**src/rtl/uart_pkg.sv**
```systemverilog
// -----------------------------------------------------------------------------
// uart_pkg
// Shared definitions for the UART transmitter and receiver blocks.
//   - uart_state_e         : frame-level state machine encoding (TX and RX)
//   - DELAY_FRAMES_DEFAULT : clock cycles per bit (27 MHz / 115200 baud)
//   - CNT_W                : width of the per-bit cycle counter
// -----------------------------------------------------------------------------
package uart_pkg;

  localparam int DELAY_FRAMES_DEFAULT = 234;

  // 13 bits covers every legal DELAY_FRAMES value (4..8191).
  localparam int CNT_W = 13;

  typedef enum logic [2:0] {
    ST_IDLE  = 3'd0,
    ST_START = 3'd1,
    ST_DATA  = 3'd2,
    ST_STOP  = 3'd3,
    ST_BREAK = 3'd4
  } uart_state_e;

endpackage

```
**src/rtl/uart_rx_if.sv**
```systemverilog
// -----------------------------------------------------------------------------
// uart_rx_if
// Serial line plus received-byte handshake of the UART receiver.
//   i_rx        : serial line into the receiver, idle high
//   o_data      : last correctly received byte
//   o_valid     : one-cycle pulse, o_data carries a new byte
//   o_frame_err : one-cycle pulse, stop bit was sampled low
//   o_busy      : receiver is inside a frame (or waiting out a break)
// Modports:
//   master : line driver / byte consumer (drives i_rx, reads results)
//   slave  : the receiver itself
// -----------------------------------------------------------------------------
interface uart_rx_if;

  logic       i_rx;
  logic [7:0] o_data;
  logic       o_valid;
  logic       o_frame_err;
  logic       o_busy;

  modport master (
    output i_rx,
    input  o_data,
    input  o_valid,
    input  o_frame_err,
    input  o_busy
  );

  modport slave (
    input  i_rx,
    output o_data,
    output o_valid,
    output o_frame_err,
    output o_busy
  );

endinterface

```
**src/rtl/uart_sync.sv**
```systemverilog
// -----------------------------------------------------------------------------
// uart_sync
// Two-flop synchronizer for a single asynchronous input bit.
//   clk   : destination clock
//   rst_n : synchronous active-low reset, both flops load RESET_VAL
//   d     : asynchronous input
//   q     : synchronized output (two clocks of latency)
// RESET_VAL should match the idle level of the input so that reset release
// does not look like an edge.
// -----------------------------------------------------------------------------
module uart_sync #(
  parameter logic RESET_VAL = 1'b1
) (
  input  logic clk,
  input  logic rst_n,
  input  logic d,
  output logic q
);

  logic meta_q;
  logic sync_q;

  always_ff @(posedge clk) begin
    if (!rst_n) begin
      meta_q <= RESET_VAL;
      sync_q <= RESET_VAL;
    end else begin
      meta_q <= d;
      sync_q <= meta_q;
    end
  end

  assign q = sync_q;

endmodule

```
**src/rtl/uart_rx.sv**
```systemverilog
// -----------------------------------------------------------------------------
// uart_rx
// 8N1 UART receiver, LSB first, sampling each bit at its centre.
//   i_sys_clk : system clock, all logic on its rising edge
//   i_rst_n   : synchronous active-low reset
//   bus       : uart_rx_if.slave (i_rx in; o_data, o_valid, o_frame_err,
//               o_busy out)
// Parameter:
//   DELAY_FRAMES : clock cycles per bit, legal range 4..8191
//
// Timing, with t0 the first cycle the synchronized line is seen low in IDLE:
//   start bit checked at t0 + DELAY_FRAMES/2
//   data bit n sampled at t0 + DELAY_FRAMES/2 + (n+1)*DELAY_FRAMES
//   stop bit sampled at t0 + DELAY_FRAMES/2 + 9*DELAY_FRAMES
// o_valid / o_frame_err are registered and pulse on the clock after the stop
// sample. The FSM is back in IDLE during the o_valid cycle, so a following
// start edge is caught without dead time.
// -----------------------------------------------------------------------------
module uart_rx
  import uart_pkg::*;
#(
  parameter int DELAY_FRAMES = DELAY_FRAMES_DEFAULT
) (
  input  logic     i_sys_clk,
  input  logic     i_rst_n,
  uart_rx_if.slave bus
);

  localparam int HALF_DELAY_WAIT = DELAY_FRAMES / 2;

  // The counter restarts at 0 on each phase, so phase end is "count - 1".
  localparam logic [CNT_W-1:0] HALF_LAST = CNT_W'(HALF_DELAY_WAIT - 1);
  localparam logic [CNT_W-1:0] BIT_LAST  = CNT_W'(DELAY_FRAMES - 1);

  logic rx_s;

  uart_sync #(
    .RESET_VAL (1'b1)
  ) u_sync (
    .clk   (i_sys_clk),
    .rst_n (i_rst_n),
    .d     (bus.i_rx),
    .q     (rx_s)
  );

  uart_state_e      state_q,   state_d;
  logic [CNT_W-1:0] cnt_q,     cnt_d;
  logic [2:0]       bit_idx_q, bit_idx_d;
  logic [7:0]       shift_q,   shift_d;
  logic [7:0]       data_q,    data_d;
  logic             valid_q,   valid_d;
  logic             ferr_q,    ferr_d;

  // NOTE: reset is sampled on the clock edge (synchronous), so it lives inside
  // the clocked branch rather than in the sensitivity list.
  always_ff @(posedge i_sys_clk) begin
    if (!i_rst_n) begin
      state_q   <= ST_IDLE;
      cnt_q     <= '0;
      bit_idx_q <= '0;
      shift_q   <= '0;
      data_q    <= '0;
      valid_q   <= 1'b0;
      ferr_q    <= 1'b0;
    end else begin
      // NOTE: non-blocking assignments make every flop update from the values
      // present before the edge, independent of statement order.
      state_q   <= state_d;
      cnt_q     <= cnt_d;
      bit_idx_q <= bit_idx_d;
      shift_q   <= shift_d;
      data_q    <= data_d;
      valid_q   <= valid_d;
      ferr_q    <= ferr_d;
    end
  end

  always_comb begin
    // NOTE: every output of this block gets a default first, so no path can
    // leave a signal unassigned and infer a latch.
    state_d   = state_q;
    cnt_d     = cnt_q + CNT_W'(1);
    bit_idx_d = bit_idx_q;
    shift_d   = shift_q;
    data_d    = data_q;
    valid_d   = 1'b0;
    ferr_d    = 1'b0;

    unique case (state_q)
      ST_IDLE: begin
        // Counter is held at zero so START begins counting from t0.
        cnt_d     = '0;
        bit_idx_d = '0;
        if (!rx_s) begin
          state_d = ST_START;
        end
      end

      ST_START: begin
        if (cnt_q == HALF_LAST) begin
          cnt_d = '0;
          // Line back high at mid-start means a glitch: drop it silently.
          state_d = rx_s ? ST_IDLE : ST_DATA;
        end
      end

      ST_DATA: begin
        if (cnt_q == BIT_LAST) begin
          cnt_d     = '0;
          shift_d   = {rx_s, shift_q[7:1]};
          // Wraps 7 -> 0 exactly on the DATA -> STOP transition.
          bit_idx_d = bit_idx_q + 3'd1;
          if (bit_idx_q == 3'd7) begin
            state_d = ST_STOP;
          end
        end
      end

      ST_STOP: begin
        if (cnt_q == BIT_LAST) begin
          cnt_d = '0;
          if (rx_s) begin
            data_d  = shift_q;
            valid_d = 1'b1;
            state_d = ST_IDLE;
          end else begin
            ferr_d  = 1'b1;
            state_d = ST_BREAK;
          end
        end
      end

      ST_BREAK: begin
        // A line held low must not be read as a stream of 0x00 frames.
        cnt_d = '0;
        if (rx_s) begin
          state_d = ST_IDLE;
        end
      end

      default: begin
        state_d   = ST_IDLE;
        cnt_d     = '0;
        bit_idx_d = '0;
      end
    endcase
  end

  assign bus.o_data      = data_q;
  assign bus.o_valid     = valid_q;
  assign bus.o_frame_err = ferr_q;
  assign bus.o_busy      = (state_q != ST_IDLE);

endmodule
```
**src/flat_wrapper.sv**
```systemverilog
// flat-port wrapper written by rule: the top's interface ports become plain ports
module uart_rx_flat import uart_pkg::*;
#(
  parameter int DELAY_FRAMES = DELAY_FRAMES_DEFAULT
)
  (i_sys_clk, i_rst_n, bus_i_rx, bus_o_data, bus_o_valid, bus_o_frame_err, bus_o_busy);
  uart_rx_if bus_i ();
  input  logic i_sys_clk;
  input  logic i_rst_n;
  input wire logic [$bits(bus_i.i_rx)-1:0] bus_i_rx;
  output wire logic [$bits(bus_i.o_data)-1:0] bus_o_data;
  output wire logic [$bits(bus_i.o_valid)-1:0] bus_o_valid;
  output wire logic [$bits(bus_i.o_frame_err)-1:0] bus_o_frame_err;
  output wire logic [$bits(bus_i.o_busy)-1:0] bus_o_busy;
  assign bus_i.i_rx = bus_i_rx;
  assign bus_o_data = bus_i.o_data;
  assign bus_o_valid = bus_i.o_valid;
  assign bus_o_frame_err = bus_i.o_frame_err;
  assign bus_o_busy = bus_i.o_busy;
  uart_rx #(.DELAY_FRAMES(DELAY_FRAMES)) u_core (.i_sys_clk(i_sys_clk), .i_rst_n(i_rst_n), .bus(bus_i));
endmodule
```
**config.mk**
```make
export PLATFORM = sky130hd
export DESIGN_NAME = uart_rx_flat
export DESIGN_NICKNAME = d
export VERILOG_FILES = /design/src/rtl/uart_pkg.sv /design/src/rtl/uart_rx_if.sv /design/src/rtl/uart_sync.sv /design/src/rtl/uart_rx.sv /design/src/flat_wrapper.sv
export SDC_FILE = /design/constraint.sdc
export NUM_CORES = 1
export LEC_CHECK = 0
export ABC_AREA = 1
export BUFFER_PORTS_ARGS = -buffer_cell sky130_fd_sc_hd__buf_2
export CAP_MARGIN = 30
export CORE_ASPECT_RATIO = 0.7
export CORE_MARGIN = 3
export CORE_UTILIZATION = 50
export DETAILED_ROUTE_END_ITERATION = 8
export PLACE_DENSITY = 0.73
export SKIP_LAST_GASP = 1
export SYNTH_ARGS = -nofsm -noshare
export SYNTH_HDL_FRONTEND = slang
export SYNTH_SLANG_ARGS = --single-unit
```
**constraint.sdc**
```tcl
create_clock -name i_sys_clk -period 1.4 [get_ports i_sys_clk]
set_input_delay 0.14 -clock i_sys_clk [delete_from_list [all_inputs] [get_ports i_sys_clk]]
set_output_delay 0.14 -clock i_sys_clk [all_outputs]
set_load 0.01 [all_outputs]
```
# Word-level counts from Yosys, hierarchy flattened
# Index checks and enable logic that the tools add are counted.
[word_totals]
regBits = 39
wordCells = 50
out_inout_bits = 11
in_bits = 3
[op_classes]
addsub = 2
bitwise = 1
mux = 16
n_reduce_logical = 9
n_eq_ne = 13
[op_table]
columns = ["op", "count"]
rows = [
  ["13-bit 2-to-1 mux", 2],
  ["13-bit one-hot mux with 2 select lines", 1],
  ["3-bit 2-to-1 mux", 8],
  ["3-bit one-hot mux with 5 select lines", 1],
  ["13-bit by 1-bit adder with 13-bit output, second input constant", 1],
  ["13-bit by 7-bit == test with 1-bit output, second input constant", 1],
  ["13-bit by 8-bit == test with 1-bit output, second input constant", 1],
  ["2-bit by 1-bit != test with 1-bit output, second input constant", 4],
  ["3-bit by 2-bit == test with 1-bit output, second input constant", 2],
  ["3-bit == test, second input constant", 2],
  ["3-bit one-hot mux with 2 select lines", 1],
  ["3-bit AND reduction", 2],
  ["6-bit AND reduction", 1],
  ["2-bit != test, second input constant", 2],
  ["2-bit AND reduction", 2],
  ["3-bit by 1-bit adder with 3-bit output, second input constant", 1],
  ["3-bit by 1-bit == test with 1-bit output, second input constant", 1],
  ["3-bit logical NOT", 1],
  ["3-bit nonzero test", 1],
  ["3-bit OR reduction", 1],
  ["1-bit 2-to-1 mux", 2],
  ["2-bit 2-to-1 mux", 1],
  ["2-bit OR reduction", 1],
  ["1-bit inverter", 1],
]

# Depth between registers and ports, before layout
[depth]
word_depth = 4
mapped_depth = 12
depth_no_buf = 12

# Modules after synthesis
# Synthesis repeated with hierarchy kept, for this count alone.
[unflattened]
hier_cells = 238
area_unflattened_um2 = 1765.4
[modules_own_cells]
columns = ["module", "instances", "seq_area_each_um2", "area_each_um2", "cells_each"]
rows = [
  ["uart_rx", 1, 740.7, 1710.4, 232],
  ["uart_sync", 1, 40.0, 55.1, 6],
]

# Least setup slack after synthesis
# OpenSTA, ideal clock, no wires.
[synth_path]
kind = "flip-flop to flip-flop"
start = "register u_core.cnt_q[0]"
end = "register u_core.cnt_q[10]"
t_arrival_ns = 1.283
setup_slack_ns = 0.001
synth_period_minus_slack_ns = 1.399
setup_ns = 0.116
stages_incl_launch_ff = 10
required_time_ns = 1.284
n_path_buf = 1
path_cell_list = "dfxtp_1 ha_1 nand3b_4 nor2_8 nand2_4 nand2_2 nand2_1 nand2_2 buf_6 nor2_1"
[synth_via]
elab_chain_cells = 3
word_cells_on_any_way = 6
classes_between = "add/sub: 1; eq/ne: 2; mux: 3"
[synth_lines]
columns = ["element", "line", "rtl"]
rows = [
  ["start: declaration", "uart_rx.sv:47", "logic [CNT_W-1:0] cnt_q, cnt_d;"],
  ["start signal: assignment", "uart_rx.sv:69", "cnt_q <= cnt_d;"],
  ["13-bit by 1-bit adder with 13-bit output, or another cell as far along", "uart_rx.sv:82", "cnt_d = cnt_q + CNT_W'(1);"],
  ["13-bit 2-to-1 mux (on tied branches)", "uart_rx.sv:108, uart_rx.sv:120, uart_rx.sv:100", ""],
  ["13-bit one-hot mux with 2 select lines *", "uart_rx.sv:89", "unique case (state_q)"],
]
# Every way passes the cells marked *; elsewhere a longest branch is shown, timed or not.
# A chain may end at the register's enable or synchronous reset.

# Final worst setup path
[layout_path]
start = "register u_core.cnt_q[1]"
end = "register u_core.data_q[3] (netlist: u_core.bus.o_data[3])"
[layout_via]
elab_chain_cells = 2
[layout_lines]
columns = ["element", "line", "rtl"]
rows = [
  ["13-bit by 8-bit == test with 1-bit output", "uart_rx.sv:120", "if (cnt_q == BIT_LAST) begin"],
  ["3-bit AND reduction (no source line)", "-", ""],
  ["end signal: assignment", "uart_rx.sv:72", "data_q <= data_d;"],
  ["end: declaration", "uart_rx.sv:50", "logic [7:0] data_q, data_d;"],
]
# Every way passes these cells.

==> run summary <==
Status: finished, violations left
Failing checks: setup timing
Final worst path period share: 103%
Rows: 17
CP max stage delay: 0.33 ns
Register share of total power: 39.3%
Switching share of power: 34.9%
First-pass GRT wire length: 7040 microns
Peak Freq: 0.691 GHz
Routed vias: 1584
Final Hold Vio Count: 0
Crit path max-delay cell type: dfxtp_2
Detail Route Antenna Nets: 0
Final setup margin: -0.0479 ns
Total Nets Final: 277
Share of layout cells above drive strength 1: 34.1%
Largest net degree at the start of global routing: 21
Post-Syn Instances: 237
Psw: 1090 uW
Clock Latency Late Sink: 0.30 ns
PD cells: 1360 nW/um^2
Initial antenna violation count: 0
Non-filler cells, final: 317
Most common cell after layout, fill and taps aside: nand2_1
Port buffer count: 13
Post-route cell area: 2300 sq um
# IOs: 14
Worst Min Path Start: bus_i_rx
Max-cap violations: 0
Period minus WS final: 1.45 ns
Logic pwr share: 30.3%
Placement-stage cell area: 2030 sq um
Seq/Total Area, Yosys: 43.1%
Final slew viol count: 0
Drt first pass iters: 4
Highest net fanout along the worst path: 7
Critical Path Source: u_core.cnt_q[1]
N_diodes: 0
Crit path DAT: 1.63 ns
CTS root buffer: clkbuf_8
Cell Int Power: 2040 uW
DRC: 0
#FFs+latches synth: 39
Reg area: 786 sq um
Grt ovf: 0
LEAKAGE: 0.00100 uW
Area grow syn2layout: 26.6%
CTS Sinks: 39
CP cell instances: inv_2, ha_2, nand3b_4, nor2_8, nand2_4, buf_4, o21ai_0, a21oi_1
Clk buf depth: 2
Vias in the first global route: 1560
Initial core utilization: 55.0%
Die span in x: 78.0 microns
Slew Limit Headroom: 82.6%
Die ar.: 4400 sq um
CTS tree: done
Worst slew pin tran: 0.260 ns
FF-to-FF Start: u_core.cnt_q[1]
Synthesis Warnings: 0
DP Wirelength: 2620 microns
Worst VDD drop: 0.000764 V
Area of the multi-input gates: 1020 sq um
Endpoints failing setup: 13
Req. time, crit path: 1.59 ns
Syn Area/Cell: 7.65 sq um
Die height: 56.4 microns
Hold Worst Slack: 0.0344 ns
Setup TNS: -0.415 ns
Distinct cell type count after synthesis: 31
Clk pwr share: 30.4%
Setup CP Type: flip-flop to flip-flop
Fill cell count: 264
Vias per cell: 5.00
Startpoint Class: flip-flop
Placed cell count: 307
Iter 0 DRT Violations: 120
Netlist Area Pre-Place: 1810 sq um
CTS clk-pin slew, worst paths: 0.08 ns
H-tree Lvls: 2
Clock skew: 0.00574 ns
CTS Hold Bufs: 0
Dpl ws: -0.158 ns
Commonest cells after routing, fill and taps aside: 50 x nand2_1, 37 x dfxtp_1, 24 x nor2_1
Drt total wl: 3950 microns
Hold crit path type: input pin to flip-flop
Syn nets: 245
CTS buffer count: 5
RSZ-0062 raised after global routing: true
Setup crit end kind: flip-flop
Placeable Area: 3300 sq um
WL/cell: 12.5 microns
Total GRT Usage: 20.4%
Routability Congestion: 0.795
power groups by stage:
stage	Clock [uW]	Combinational [uW]	Sequential (uW)
2_1_floorplan	0	573	1250
3_3_place_gp	0	753	1250
3_5_place_dp	0	760	1250
4_1_cts	966	887	1230
5_1_grt	1010	1060	1240
6_report	949	948	1230
area by class of cell:
cell class	count	share of cell area (%)
multi-input cells	166	44.3
clock buffers	5	3.00
flip-flops and latches	39	34.2
well taps	47	2.56
clock inverters	3	1.91
inverters	28	4.90
repair buffers	29	9.10
synthesized netlist by cell type:
master,n,area (sq um)
a21oi_1,19,95.1
a21oi_2,1,8.76
buf_2,1,5.00
buf_6,2,22.5
clkbuf_1,2,7.51
dfxtp_1,39,781
ha_1,5,62.6
inv_1,24,90.1
inv_2,4,15.0
nand2_1,53,199
nand2_2,6,37.5
nand2_4,1,11.3
nand3_1,10,50.1
nand3_2,1,10.0
nand3_4,1,17.5
nand3b_1,1,7.51
nand3b_4,1,20.0
nand4_1,3,18.8
nor2_1,27,101
nor2_2,6,37.5
nor2_4,2,22.5
nor2_8,1,20.0
nor3_1,5,25.0
nor3_2,1,10.0
nor3_4,1,16.3
nor3b_1,1,7.51
o21ai_0,11,55.1
o21ai_1,1,5.00
or2_2,3,18.8
xnor2_1,1,8.76
xor2_1,3,26.3
flip-flops by register name, summed over array words and instances (netlist names):
name,cells
u_core.cnt_q,13
u_core.bus.o_data,8
u_core.shift_q,8
u_core.bit_idx_q,3
u_core.state_q,3
u_core.bus.o_frame_err,1
u_core.bus.o_valid,1
u_core.u_sync.meta_q,1
u_core.u_sync.q,1
worst paths after layout:
path	to	slack [ns]	depth (start not counted)
worst max-delay path	u_core.bus.o_data[3]	-0.05	8
worst min-delay path	u_core.u_sync.meta_q	0.03	2
worst max register to register	u_core.bus.o_data[3]	-0.05	8
worst min register to register	u_core.u_sync.q	0.44	1
worst max-delay path: cells and delay by family (launching register included):
family	cells	cell delay, ns
simple gates	3	0.32
fa+ha+maj	1	0.20
buf+inv	2	0.26
compound gates	2	0.22
flops	1	0.33
what timing repair did:
action                     in CTS  in global routing
gates resized for setup        20                 27
cloned                          1                  0
setup buffers                   0                  1
hold endpoints to repair        0                  0
setup endpoints to repair      31                 36
pin swaps                       8                  6
routing by layer:
metal / GRT usage [%] / wire length (microns) / vias up / part of all wire (%)
li1: - / - / 819 / -
met1: 27.8 / 1980 / 727 / 50
met2: 30.7 / 1710 / 31 / 43
met3: 4.81 / 182 / 7 / 4.6
met4: 8.98 / 77 / 0 / 1.9
met5: 0 / 0 / - / 0
kinds of logic (layout without fill, tap and decap cells):
kind of cell               Yosys count  in the layout  share of synthesized area, %
and+or+nand+nor                    124            125                          34.8
xor gates and xnor gates             4              4                          1.93
DFF                                 39             39                          43.1
AOI/OAI and AO/OA                   32             32                          9.04
adders and majority gates            5              5                          3.45
buffers and inverters               33             65                          7.73
metrics by stage:
| step | utilization (%) | power, uW |
|---|---|---|
| 2_1_floorplan | - | 1820 |
| 3_3_place_gp | 61.5 | 2000 |
| 3_5_place_dp | 61.5 | 2010 |
| 4_1_cts | 66.9 | 3080 |
| 5_1_grt | 69.6 | 3310 |
| 6_report | 69.6 | 3130 |
Power figures use the tool's default switching activity.
